## src/rtl/aes_pkg.sv

```systemverilog
// rtl/aes_pkg.sv - shared encodings and constants for the AES trace stimulus path
package aes_pkg;

    typedef enum logic [2:0] {
        ST_IDLE      = 3'd0,
        ST_LOAD      = 3'd1,
        ST_WAIT_BUSY = 3'd2,
        ST_WAIT_DONE = 3'd3,
        ST_CAPTURE   = 3'd4,
        ST_GAP       = 3'd5,
        ST_FAULT     = 3'd6
    } seq_state_t;

    // Reduction term for x^128 + x^7 + x^2 + x + 1
    localparam logic [127:0] GF128_POLY = 128'h87;

    // Nominal number of busy cycles the static-key core takes per block
    localparam int AES_CORE_LATENCY = 52;

    // Cycles after load within which the core must raise busy
    localparam int WAIT_BUSY_LIMIT = 4;

endpackage

```

## src/rtl/aes_gf128_lfsr.sv

```systemverilog
// rtl/aes_gf128_lfsr.sv - combinational GF(2^128) doubling used to step the block pattern
module aes_gf128_lfsr
    import aes_pkg::*;
(
    input  logic [127:0] din,
    output logic [127:0] dout
);

    // Shift left one bit and fold the carried-out top bit back in via the reduction term
    assign dout = {din[126:0], 1'b0} ^ (din[127] ? GF128_POLY : 128'd0);

endmodule

```

## src/rtl/aes_trace_sequencer.sv

```systemverilog
// rtl/aes_trace_sequencer.sv - drives blocks into the AES core and frames each operation for the scope
module aes_trace_sequencer
    import aes_pkg::*;
#(
    parameter logic [127:0] SEED         = 128'h8000_0000_0000_0000_0000_0000_0000_0001,
    parameter logic [31:0]  NUM_BLOCKS   = 32'd0,
    parameter logic [15:0]  GAP_CYCLES   = 16'd32,
    parameter logic [7:0]   BUSY_TIMEOUT = 8'd255
)
(
    input  logic         clk,
    input  logic         rst_n,
    input  logic         start_i,
    input  logic         stop_i,
    input  logic         chain_i,
    input  logic         dec_i,
    input  logic         core_busy_i,
    input  logic [127:0] core_data_i,
    output logic         core_load_o,
    output logic         core_dec_o,
    output logic [127:0] core_data_o,
    output logic         trigger_o,
    output logic [127:0] result_o,
    output logic         result_valid_o,
    output logic [31:0]  block_count_o,
    output logic         running_o,
    output logic         fault_o
);

    localparam logic [1:0] WAIT_BUSY_LAST = 2'(WAIT_BUSY_LIMIT - 1);

    seq_state_t   state;
    logic         chain_q;
    logic         stop_flag;
    logic [1:0]   wait_cnt;
    logic [7:0]   busy_cnt;
    logic [15:0]  gap_cnt;
    logic [127:0] lfsr_next;
    logic         run_done;

    aes_gf128_lfsr u_lfsr (
        .din  (core_data_o),
        .dout (lfsr_next)
    );

    // A run ends at a block boundary once stopped or once the programmed block count is reached
    always_comb begin
        run_done = stop_flag || stop_i ||
                   ((NUM_BLOCKS != 32'd0) && (block_count_o == NUM_BLOCKS));
    end

    // Sequencer FSM; all outputs are registered and change together with the state
    always_ff @(posedge clk or negedge rst_n) begin
        if (!rst_n) begin
            state          <= ST_IDLE;
            chain_q        <= 1'b0;
            stop_flag      <= 1'b0;
            wait_cnt       <= 2'd0;
            busy_cnt       <= 8'd0;
            gap_cnt        <= 16'd0;
            core_load_o    <= 1'b0;
            core_dec_o     <= 1'b0;
            core_data_o    <= SEED;
            trigger_o      <= 1'b0;
            result_o       <= 128'd0;
            result_valid_o <= 1'b0;
            block_count_o  <= 32'd0;
            running_o      <= 1'b0;
            fault_o        <= 1'b0;
        end else begin
            core_load_o    <= 1'b0;
            result_valid_o <= 1'b0;
            if (state != ST_IDLE && stop_i) begin
                stop_flag <= 1'b1;
            end
            case (state)
                ST_IDLE, ST_FAULT: begin
                    if (start_i) begin
                        chain_q       <= chain_i;
                        core_dec_o    <= dec_i;
                        block_count_o <= 32'd0;
                        stop_flag     <= stop_i;
                        fault_o       <= 1'b0;
                        core_load_o   <= 1'b1;
                        trigger_o     <= 1'b1;
                        running_o     <= 1'b1;
                        state         <= ST_LOAD;
                    end
                end
                ST_LOAD: begin
                    wait_cnt <= 2'd0;
                    busy_cnt <= 8'd0;
                    state    <= ST_WAIT_BUSY;
                end
                ST_WAIT_BUSY: begin
                    if (core_busy_i) begin
                        busy_cnt <= 8'd1;
                        state    <= ST_WAIT_DONE;
                    end else if (wait_cnt == WAIT_BUSY_LAST) begin
                        fault_o   <= 1'b1;
                        trigger_o <= 1'b0;
                        state     <= ST_FAULT;
                    end else begin
                        wait_cnt <= wait_cnt + 2'd1;
                    end
                end
                ST_WAIT_DONE: begin
                    if (!core_busy_i) begin
                        state <= ST_CAPTURE;
                    end else if (busy_cnt >= BUSY_TIMEOUT) begin
                        fault_o   <= 1'b1;
                        trigger_o <= 1'b0;
                        state     <= ST_FAULT;
                    end else if (busy_cnt != 8'hFF) begin
                        busy_cnt <= busy_cnt + 8'd1;
                    end
                end
                ST_CAPTURE: begin
                    result_o       <= core_data_i;
                    result_valid_o <= 1'b1;
                    trigger_o      <= 1'b0;
                    block_count_o  <= block_count_o + 32'd1;
                    core_data_o    <= chain_q ? core_data_i : lfsr_next;
                    gap_cnt        <= 16'd0;
                    state          <= ST_GAP;
                end
                ST_GAP: begin
                    if (gap_cnt == GAP_CYCLES) begin
                        if (run_done) begin
                            running_o <= 1'b0;
                            state     <= ST_IDLE;
                        end else begin
                            core_load_o <= 1'b1;
                            trigger_o   <= 1'b1;
                            state       <= ST_LOAD;
                        end
                    end else begin
                        gap_cnt <= gap_cnt + 16'd1;
                    end
                end
                default: begin
                    state <= ST_IDLE;
                end
            endcase
        end
    end

endmodule

```

## config.mk

```make
export PLATFORM = sky130hd
export DESIGN_NAME = aes_trace_sequencer
export DESIGN_NICKNAME = d
export VERILOG_FILES = /design/src/rtl/aes_pkg.sv /design/src/rtl/aes_gf128_lfsr.sv /design/src/rtl/aes_trace_sequencer.sv
export SDC_FILE = /design/constraint.sdc
export NUM_CORES = 1
export LEC_CHECK = 0
export ABC_AREA = 0
export BUFFER_PORTS_ARGS = -buffer_cell sky130_fd_sc_hd__buf_2
export CAP_MARGIN = 30
export CORE_MARGIN = 4
export CORE_UTILIZATION = 30
export CTS_CLUSTER_DIAMETER = 50
export CTS_CLUSTER_SIZE = 16
export DETAILED_ROUTE_END_ITERATION = 10
export SLEW_MARGIN = 20
export SYNTH_ARGS = -nofsm -noshare
export SYNTH_HDL_FRONTEND = slang
export SYNTH_HIERARCHICAL = 1
export SYNTH_SLANG_ARGS = --single-unit
```

## constraint.sdc

```tcl
create_clock -name clk -period 3.8 [get_ports clk]
set_input_delay 0.19 -clock clk [delete_from_list [all_inputs] [get_ports clk]]
set_output_delay 0.19 -clock clk [all_outputs]
set_load 0.1 [all_outputs]
```

==> summary.md, run 1 <==
| Metric | Value |
|---|---|
| Post-CTS Resized | `0` |
| Vias in the first global route | `between 10000 and 15000` |
| R2r worst-path depth | `4` |
| Async SR Flop Fraction | `100%` |
| Post-synth cell types | `56` |
| FF-to-FF setup slack | `1.35 ns` |
| 1st-iter DRT viols | `722` |
| Global route overflow | `0` |
| Outcome | `finished, final reports clean` |
| Residual DRC | `0` |
| Area delta synth->final | `30.5%` |
| Critical R2R Capture | `block_count_o[24]` |
| Placer's final routability congestion estimate | `slightly above 0.8` |
| Die area | `~54000 µm²` |
| Ys flop type | `dfrtp_1` |
| Initial Util | `30.3%` |
| Max-slew violations | `0` |
| Maximum root-to-sink buffer count | `3` |
| Synthesis-stage register bit count | `325` |
| Critical setup path kind | `reg -> reg` |
| Placed Area | `17100 µm²` |
| Antenna violations before repair | `0` |
| Number of H-tree levels | `2` |
| Layout Nets | `2154` |
| Crit end category | `register` |
| Inserted Clock Buffers | `40` |
| Slowest CP cell | `nor3_1` |
| Drt total wl | `between 40000 and 50000 µm` |
| Number of flops mapped to enable cells by yosys | `0` |
| Worst min-delay path category | `in -> async` |
| Max Cap Viol | `0` |
| Slowest Stage Delay on Critical Path | `0.85 ns` |
| Post-Syn Area | `15200 µm²` |
| Fin. Hold Viols | `0` |
| Count of warnings emitted by yosys | `6` |
| Crit path DAT | `2.88 ns` |
| Tot GR Track Use | `15.8%` |
| Sequential share of the synthesized area | `a little over half` |
| Core Box Area | `50100 µm²` |
| Largest net degree at the start of global routing | `144` |
| Die Y | `about 230 µm` |
| Worst setup SP type | `register` |
| Clk_skew | `0.0264 ns` |
| WL/cell | `16.2 µm` |
| Worst endpoint required time | `~4.2 ns` |
| Via Count | `12500` |
| CTS tree | `yes` |
| RSZ-0062 raised after global routing | `no` |
| Period utilization | `between 60 and 70%` |
| Worst Tran Pin Value | `a little over 0.9 ns` |
| Clock Tree Root | `clkbuf_16` |
| Rows | `approximately 80` |
| Setup_tns | `0 ns` |
| Port Buffer Count | `roughly 430` |
| Final setup viols | `0` |
| Final Util | `between 30% and 40%` |
| Worst rel slew slack | `37.8%` |
| Syn_nets | `about 1700` |
| DR pass1 iterations | `5` |
| Die Span X | `233 µm` |
| Num ports | `429` |
| Post-layout min period | `2.45 ns` |
| # diodes | `0` |
| First-pass GRT wire length | `68900 µm` |
| Worst R2R Start | `state[1]` |
| Worst-path fanout max | `21` |
| Post-CTS Setup Bufs | `0` |
| HPWL after DPL | `30700 µm` |
| Antenna-violating nets left | `0` |
| Share of cells above drive strength 1 | `25.9%` |
| Clk_lat worst skew | `roughly 0.56 ns` |
| CP Cell Sequence | `nand4bb_1 > nor3_1 > nand4_1 > mux2i_1` |
| Syn Area/Cell | `around 9.4 µm²` |
| Max Clock Freq | `0.408 GHz` |
| Post-synthesis cell count | `1606` |
| Clk sinks | `around 330` |
| Clock transition at path regs | `approximately 0.07 ns` |
| Number of vias per cell | `4.59` |
| Final Instance Area | `19800 µm²` |
==> state kept, by name, summed over array words and instances, names as in the netlist <==
name / cells
state: 3
result_valid_o: 1
busy_cnt: 8
core_load_o: 1
trigger_o: 1
result_o: 128
wait_cnt: 2
chain_q: 1
stop_flag: 1
core_dec_o: 1
gap_cnt: 16
fault_o: 1
block_count_o: 32
core_data_o: 128
running_o: 1
==> cells in the mapped netlist (4+ instances only) <==
cell,count,area (µm²)
nand2_1,572,2150
dfrtp_1,323,8080
mux2i_1,155,1550
o21ai_0,141,706
buf_4,126,946
clkbuf_1,74,278
nand3_1,29,145
nor2_1,20,75.1
nand4_1,18,113
a21oi_1,12,60.1
buf_2,11,55.1
o31ai_1,11,82.6
inv_1,8,30.0
xor2_1,8,70.1
and3_1,7,43.8
nor4_1,7,43.8
or4_1,7,52.6
o211ai_1,6,45.0
ha_1,5,62.6
nor3_1,5,25.0
a31oi_1,4,25.0
and4_1,4,35.0
or3_1,4,25.0
==> per-stage QoR <==
stage	hold WS, ns	cells	setup slack, ns
2_1_floorplan	-0.106	1606	1.32
3_3_place_gp	0.200	2510	1.45
3_5_place_dp	0.205	2510	1.35
4_1_cts	0.164	2718	1.35
5_1_grt	0.230	2718	1.21
6_report	0.182	2718	1.35
==> repair_timing <==
action / 4_1_cts / 5_1_grt
hold buffers: 134 / 0
endpoints found under the setup margin: 0 / 0
hold endpoints to repair: 323 / 0
==> layer usage <==
metal	share of wire, %	vias to the layer above	GRT usage, %
met4	4.3	0	7.00
met2	47	360	25.6
met5	0	-	0
met1	42	5976	19.9
met3	6.6	100	3.99
li1	-	6047	-
==> worst max path at each step <==
stage	startpoint	to	slack (ns)	depth (start not counted)
floorplan	block_count_o[6]	block_count_o[27]	1.32	5
global placement	state[0]	block_count_o[24]	1.45	4
detailed placement	state[0]	block_count_o[24]	1.35	4
CTS	state[1]	block_count_o[24]	1.35	4
global route	state[0]	block_count_o[24]	1.21	4
finish	state[1]	block_count_o[24]	1.35	4
==> cell families after synthesis <==
group	count (synthesis)	share of synthesized area [%]
compound gates	191	7.02
xor+xnor	11	0.635
fa+ha+maj	5	0.412
buf+inv	223	8.82
flops	325	53.6
mux	158	10.4
simple gates	693	19.1
==> layout make-up <==
| type | instances | area [µm²] |
|---|---|---|
| timing repair buffer | 580 | 3730 |
| multi-input combinational | 1058 | 5710 |
| fill | 4946 | 30300 |
| clock inverter | 25 | 259 |
| tap | 672 | 841 |
| clock buffer | 49 | 1090 |
| inverter | 9 | 36.3 |
| sequential | 325 | 8140 |
==> critical path: cells and delay by family, from the launching register on <==
kind	cells	cell delay, ns
multiplexers	1	0.16
flip-flops	1	0.61
AND/OR/NAND/NOR	3	1.55
==> layout by cell type (no fill, tap or decap), types with 7 or more instances in the layout <==
master         netlist  routed
nand2_1            572     572
buf_2               11     427
dfrtp_1            323     322
mux2i_1            155     155
o21ai_0            141     141
dlygate4sd3_1        0     134
clkbuf_16            0      41
nand3_1             29      29
nor2_1              20      20
nand4_1             18      18
a21oi_1             12      12
o31ai_1             11      11
buf_4              126      10
inv_6                0       9
inv_1                8       8
xor2_1               8       8
buf_12               0       8
or4_1                7       7
and3_1               7       7
Power of run 1 is left out: the tool's default activity adds up to more than one toggle a clock period on the data nets, which glitch-free logic cannot reach.
==> inputs of run 2 (changes only) <==
==> constraint.sdc (replaced) <==
create_clock -name clk -period 2.2 [get_ports clk]
set_input_delay 0.11 -clock clk [delete_from_list [all_inputs] [get_ports clk]]
set_output_delay 0.11 -clock clk [all_outputs]
set_load 0.1 [all_outputs]
==> run 2 against run 1 <==
  * Clock-buffer cell count rose by 2
  * Sequential share of layout area shrank 0.62 points
  * Die area unchanged
  * Cell area rose by 1.8%
  * Critical path type unchanged
  * Critical endpoint is now trigger_o
  * Largest cell class unchanged
  * Highest routed layer unchanged
==> summary.md, run 2 (same netlist as run 1, synthesis figures left out) <==
| Metric | Value |
|---|---|
| Clk sinks | `325 (unchanged)` |
| Most common cell after layout, fill and taps aside | `nand2_1 (unchanged)` |
| WL/cell | `16.5 µm (was 16.2 µm)` |
| Worst Tran Pin Value | `0.667 ns (was 0.925 ns)` |
| Crit path DAT | `2.45 ns (was 2.88 ns)` |
| Layout Nets | `2178 (was 2154)` |
| Die Span X | `233 µm (unchanged)` |
| HPWL after DPL | `31300 µm (was 30700 µm)` |
| DP Worst Slack | `0.259 ns (was 1.35 ns)` |
| CP Cell Sequence | `inv_1 > ha_1 > nor4b_1 > nand4_1 > or4_1 > a32oi_1 (was nand4bb_1 > nor3_1 > nand4_1 > mux2i_1)` |
| Initial Util | `30.3% (unchanged)` |
| CP bufs+invs | `1 (was 0)` |
| PnR worst setup slack | `0.196 ns (was 1.35 ns)` |
| Final Instance Area | `20200 µm² (was 19800 µm²)` |
| Area delta synth->final | `32.8% (was 30.5%)` |
| Drt total wl | `45200 µm (was 44000 µm)` |
| Worst-path fanout max | `7 (was 21)` |
| RSZ-0062 raised after global routing | `no (unchanged)` |
| Worst min-delay path category | `in -> async (unchanged)` |
| Placer's final routability congestion estimate | `0.828 (was 0.808)` |
| Post-CTS Setup Bufs | `0 (unchanged)` |
| Clk_lat worst skew | `0.55 ns (was 0.56 ns)` |
| Die Y | `233 µm (unchanged)` |
| Crit end category | `register (unchanged)` |
| Die area | `54200 µm² (unchanged)` |
| Clk_skew | `0.0190 ns (was 0.0264 ns)` |
| Post-layout min period | `2.00 ns (was 2.45 ns)` |
| Hold-fix buffers at CTS | `134 (unchanged)` |
| Largest net degree at the start of global routing | `166 (was 144)` |
| Fin. Hold Viols | `0 (unchanged)` |
| Max Clock Freq | `0.499 GHz (was 0.408 GHz)` |
| First-pass GRT wire length | `70000 µm (was 68900 µm)` |
| Antenna violations before repair | `0 (unchanged)` |
| Outcome | `finished, final reports clean (unchanged)` |
| Inserted Clock Buffers | `45 (was 40)` |
| Multi-input logic area | `5710 µm² (unchanged)` |
| Regs by FF count | `core_data_o: 128 flops, result_o: 128 flops, block_count_o: 32 flops (unchanged)` |
| Tot GR Track Use | `16.1% (was 15.8%)` |
| Worst Hold Margin | `0.0639 ns (was 0.182 ns)` |
| Slowest Stage Delay on Critical Path | `0.51 ns (was 0.85 ns)` |
| Port Buffer Count | `428 (unchanged)` |
| Final setup viols | `0 (unchanged)` |
| Slowest CP cell | `or4_1 (was nor3_1)` |
| Number of vias per cell | `4.58 (was 4.59)` |
| Number of H-tree levels | `2 (unchanged)` |
| Worst endpoint required time | `2.65 ns (was 4.23 ns)` |
| Register area | `8160 µm² (was 8140 µm²)` |
| Placed Area | `17400 µm² (was 17100 µm²)` |
| Maximum root-to-sink buffer count | `3 (unchanged)` |
| Vias in the first global route | `12700 (was 12400)` |
| CTS tree | `yes (unchanged)` |
| Clock Tree Root | `clkbuf_16 (unchanged)` |
| DR pass1 iterations | `5 (unchanged)` |
| Max-slew violations | `0 (unchanged)` |
| Clock transition at path regs | `0.06 ns (was 0.07 ns)` |
| Max Cap Viol | `0 (unchanged)` |
| Post-CTS Resized | `0 (unchanged)` |
| Rows | `82 (unchanged)` |
| Period utilization | `91.1% (was 64.5%)` |
| Core Box Area | `50100 µm² (unchanged)` |
| Final Util | `40.2% (was 39.5%)` |
| Share of cells above drive strength 1 | `27.7% (was 25.9%)` |
| Worst rel slew slack | `55.6% (was 37.8%)` |
| Global route overflow | `0 (unchanged)` |
| Num ports | `429 (unchanged)` |
| Layout fillers | `4923 (was 4946)` |
| Cell family with most CP delay | `simple AND/OR/NAND/NOR gates (unchanged)` |
| 1st-iter DRT viols | `647 (was 722)` |
| Residual DRC | `0 (unchanged)` |
| Worst setup SP type | `register (unchanged)` |
| Most frequent cells in the layout | `nand2_1 (572), buf_2 (427), dfrtp_1 (306) (was nand2_1 (572), buf_2 (427), dfrtp_1 (322))` |
| Critical setup path kind | `reg -> reg (unchanged)` |
| Antenna-violating nets left | `0 (unchanged)` |
| Via Count | `12600 (was 12500)` |
-- run 2: cell types whose count changed in the layout (fill, tap and decap cells not counted), moves of 2 or more --
cell and change:
buf_12 +7, buf_4 +12, clkbuf_1 -2, clkbuf_16 +4, clkinv_2 +4, clkinvlp_4 +2, dfrtp_1 -16, dfrtp_2 +16
inv_8 -3
-- run 2: worst paths after layout --
kind	startpoint	to	slack [ns]	depth (start not counted)
min in group clk	core_data_i[0]	result_o[0]	0.29	4
hold / removal	rst_n	core_data_o[3]	0.06	2
setup / recovery	gap_cnt[0]	trigger_o	0.20	6
hold reg to reg	result_o[59]	result_o[59]	0.47	2
setup reg to reg	gap_cnt[0]	trigger_o	0.20	6
max in group asynchronous	rst_n	core_data_o[24]	1.23	4
-- run 2: layout make-up --
cell class / count / share of cell area [%]
Timing Repair Buffer: 599 / 19.6
Clock buffer: 51 / 5.85
Clock inverter: 30 / 1.31
Multi-Input combinational cell: 1058 / 28.3
Sequential cell: 325 / 40.5
Tap cell: 672 / 4.17
Inverter: 9 / 0.180
Antenna cell: 1 / 0.0124
-- run 2: layer usage --
layer | share of wire [%] | vias up | global-route usage [%]
met5 | 0 | - | 0
met2 | 48 | 377 | 26.3
met3 | 7.1 | 132 | 4.96
met4 | 5.4 | 0 | 8.03
li1 | - | 6092 | -
met1 | 40 | 5978 | 19.1
-- run 2: stage by stage --
stage / cells / setup TNS, ns
global placement: 2529 / 0
finish: 2745 / 0
detailed placement: 2529 / 0
floorplan: 1606 / -0.00263
CTS: 2744 / 0
global route: 2744 / 0
Power of run 2 is left out for the same reason.
==> inputs of run 3 (changes only) <==
==> constraint.sdc (replaced) <==
create_clock -name clk -period 1.9 [get_ports clk]
set_input_delay 0.095 -clock clk [delete_from_list [all_inputs] [get_ports clk]]
set_output_delay 0.095 -clock clk [all_outputs]
set_load 0.1 [all_outputs]
==> run 3 against run 2 <==
  * Wire length fell by 4.6%
  * Flip-flop and latch count stayed put
  * Non-clock buffer count grew 18
  * Register-to-register slack worse by 0.14 ns
  * Worst hold slack worse by 0.025 ns
  * Cell area increased by 0.88%
  * Critical path depth did not move
  * First-iteration DRC count grew 12%
  * Clock-buffer cell count down 5
  * Maximum frequency is 8.9% higher
  * Largest cell class unchanged
  * Highest routed layer is now met5
==> summary.md, run 3 (same netlist as run 1, synthesis figures left out) <==
| Metric | Value |
|---|---|
| Busiest grt layer | `met2 (unchanged)` |
| Area delta synth->final | `34.0% (was 32.8%)` |
| Port Buffer Count | `428 (unchanged)` |
| Number of H-tree levels | `2 (unchanged)` |
| WL/cell | `15.6 µm (was 16.5 µm)` |
| DR pass1 iterations | `5 (unchanged)` |
| Core Box Area | `50100 µm² (unchanged)` |
| Share of cells above drive strength 1 | `28.5% (was 27.7%)` |
| Outcome | `finished, final reports clean (unchanged)` |
| Regs by FF count | `core_data_o: 128 flops, result_o: 128 flops, block_count_o: 32 flops (unchanged)` |
| Most common cell after layout, fill and taps aside | `nand2_1 (unchanged)` |
| Max Cap Viol | `0 (unchanged)` |
| Final Util | `40.6% (was 40.2%)` |
| Largest net degree at the start of global routing | `221 (was 166)` |
| Worst setup SP type | `register (unchanged)` |
| Met2 usage | `25.3% (was 26.3%)` |
| Setup_tns | `0 ns (unchanged)` |
| Crit path from | `state[2] (was gap_cnt[0])` |
| Slowest Stage Delay on Critical Path | `0.44 ns (was 0.51 ns)` |
| First-pass GRT wire length | `67300 µm (was 70000 µm)` |
| Die area | `54200 µm² (unchanged)` |
| Num ports | `429 (unchanged)` |
| Die Span X | `233 µm (unchanged)` |
| Antenna violations before repair | `3 (was 0)` |
| Worst R2R Start | `state[2] (was gap_cnt[0])` |
| Crit path DAT | `2.32 ns (was 2.45 ns)` |
| Grt met1 use | `18.8% (was 19.1%)` |
| Worst endpoint required time | `2.38 ns (was 2.65 ns)` |
| Layout fillers | `4938 (was 4923)` |
| Met3 Use GR | `4.41% (was 4.96%)` |
| Placed Area | `17500 µm² (was 17400 µm²)` |
| Via Count | `12500 (was 12600)` |
| CP endpoint | `result_o[75] (was trigger_o)` |
| Clk_lat worst skew | `0.56 ns (was 0.55 ns)` |
| Critical setup path kind | `reg -> reg (unchanged)` |
| Fin. Hold Viols | `0 (unchanged)` |
| Worst-path fanout max | `26 (was 7)` |
| RSZ-0062 raised after global routing | `yes (was no)` |
| Multi-input logic area | `5740 µm² (was 5710 µm²)` |
| Number of vias per cell | `4.53 (was 4.58)` |
| Clk sinks | `325 (unchanged)` |
| CTS tree | `yes (unchanged)` |
| Global route overflow | `0 (unchanged)` |
| Worst Tran Pin Value | `0.887 ns (was 0.667 ns)` |
| Worst min-delay path category | `in -> async (unchanged)` |
| Worst rel slew slack | `40.9% (was 55.6%)` |
| Register area | `8200 µm² (was 8160 µm²)` |
| Initial Util | `30.3% (unchanged)` |
| Antenna-violating nets left | `0 (unchanged)` |
| Period utilization | `96.9% (was 91.1%)` |
| Rows | `82 (unchanged)` |
| Final Instance Area | `20300 µm² (was 20200 µm²)` |
| Critical R2R Capture | `result_o[75] (was trigger_o)` |
| Clock Tree Root | `clkbuf_16 (unchanged)` |
| Inserted Clock Buffers | `40 (was 45)` |
| Final setup viols | `0 (unchanged)` |
| 1st-iter DRT viols | `724 (was 647)` |
| Slowest CP cell | `or3b_4 (was or4_1)` |
| Crit end category | `register (unchanged)` |
| R2r worst-path depth | `6 (unchanged)` |
| Drt total wl | `43100 µm (was 45200 µm)` |
| Most used cell, CP | `nand2_1` |
| Tot GR Track Use | `15.3% (was 16.1%)` |
| Clk_skew | `0.0225 ns (was 0.0190 ns)` |
| Vias in the first global route | `12400 (was 12700)` |
| Most frequent cells in the layout | `nand2_1 (571), buf_2 (427), dfrtp_1 (302) (was nand2_1 (572), buf_2 (427), dfrtp_1 (306))` |
| Clock transition at path regs | `0.07 ns (was 0.06 ns)` |
| CP Cell Sequence | `or3b_4 > buf_4 > inv_4 > buf_12 > nand2_1 > nand2_1 (was inv_1 > ha_1 > nor4b_1 > nand4_1 > or4_1 > a32oi_1)` |
| Max-slew violations | `0 (unchanged)` |
| Placer's final routability congestion estimate | `0.821 (was 0.828)` |
| Residual DRC | `0 (unchanged)` |
| FF-to-FF setup slack | `0.06 ns (was 0.20 ns)` |
| Maximum root-to-sink buffer count | `3 (unchanged)` |
| Post-layout min period | `1.84 ns (was 2.00 ns)` |
| Layout Nets | `2191 (was 2178)` |
| Die Y | `233 µm (unchanged)` |
| Max Clock Freq | `0.543 GHz (was 0.499 GHz)` |
| HPWL after DPL | `30000 µm (was 31300 µm)` |
==> run 3: repair_timing <==
item                                   4_1_cts  5_1_grt
gates resized for setup                      0       10
hold buffers                               135        0
setup endpoints to repair                    0       44
endpoints found under the hold margin      587        0
setup buffers                                0        1
==> run 3: critical path: cells and delay by family (launching register included) <==
kind	cells	cell delay, ns
buffers and inverters	3	0.72
AND/OR/NAND/NOR	3	0.59
flip-flops	1	0.41
==> run 3: area by class of cell <==
class / count / area share [%]
clock buffers: 46 / 5.13
diodes: 1 / 0.0123
clock inverters: 28 / 1.70
repair buffers: 617 / 20.2
flip-flops and latches: 325 / 40.3
multi-input cells: 1058 / 28.2
well taps: 672 / 4.14
inverters: 9 / 0.178
==> run 3: through the flow <==
step | setup slack [ns] | hold slack [ns] | cells
2_1_floorplan | 0.00241 | -0.201 | 1606
3_3_place_gp | 0.0959 | 0.0402 | 2545
3_5_place_dp | 0.0957 | 0.0432 | 2545
4_1_cts | 0.0489 | 0.0138 | 2754
5_1_grt | -0.0571 | 0.0502 | 2756
6_report | 0.0597 | 0.0386 | 2756
==> run 3: layer usage <==
| metal | share of wire, % | vias up | wire, µm |
|---|---|---|---|
| met5 | 0.028 | - | 12 |
| met4 | 4.1 | 2 | 1790 |
| met3 | 6.4 | 106 | 2780 |
| met2 | 48 | 318 | 20700 |
| li1 | - | 6105 | - |
| met1 | 41 | 5950 | 17800 |
==> run 3: worst min-delay path by stage <==
stage | end | slack (ns) | cells past startpoint
floorplan | block_count_o[10] | -0.20 | 0
global placement | result_o[50] | 0.04 | 1
detailed placement | result_o[50] | 0.04 | 1
CTS | result_o[48] | 0.01 | 2
global route | result_o[48] | 0.05 | 2
finish | result_o[48] | 0.04 | 2
Power of run 3 is left out for the same reason.
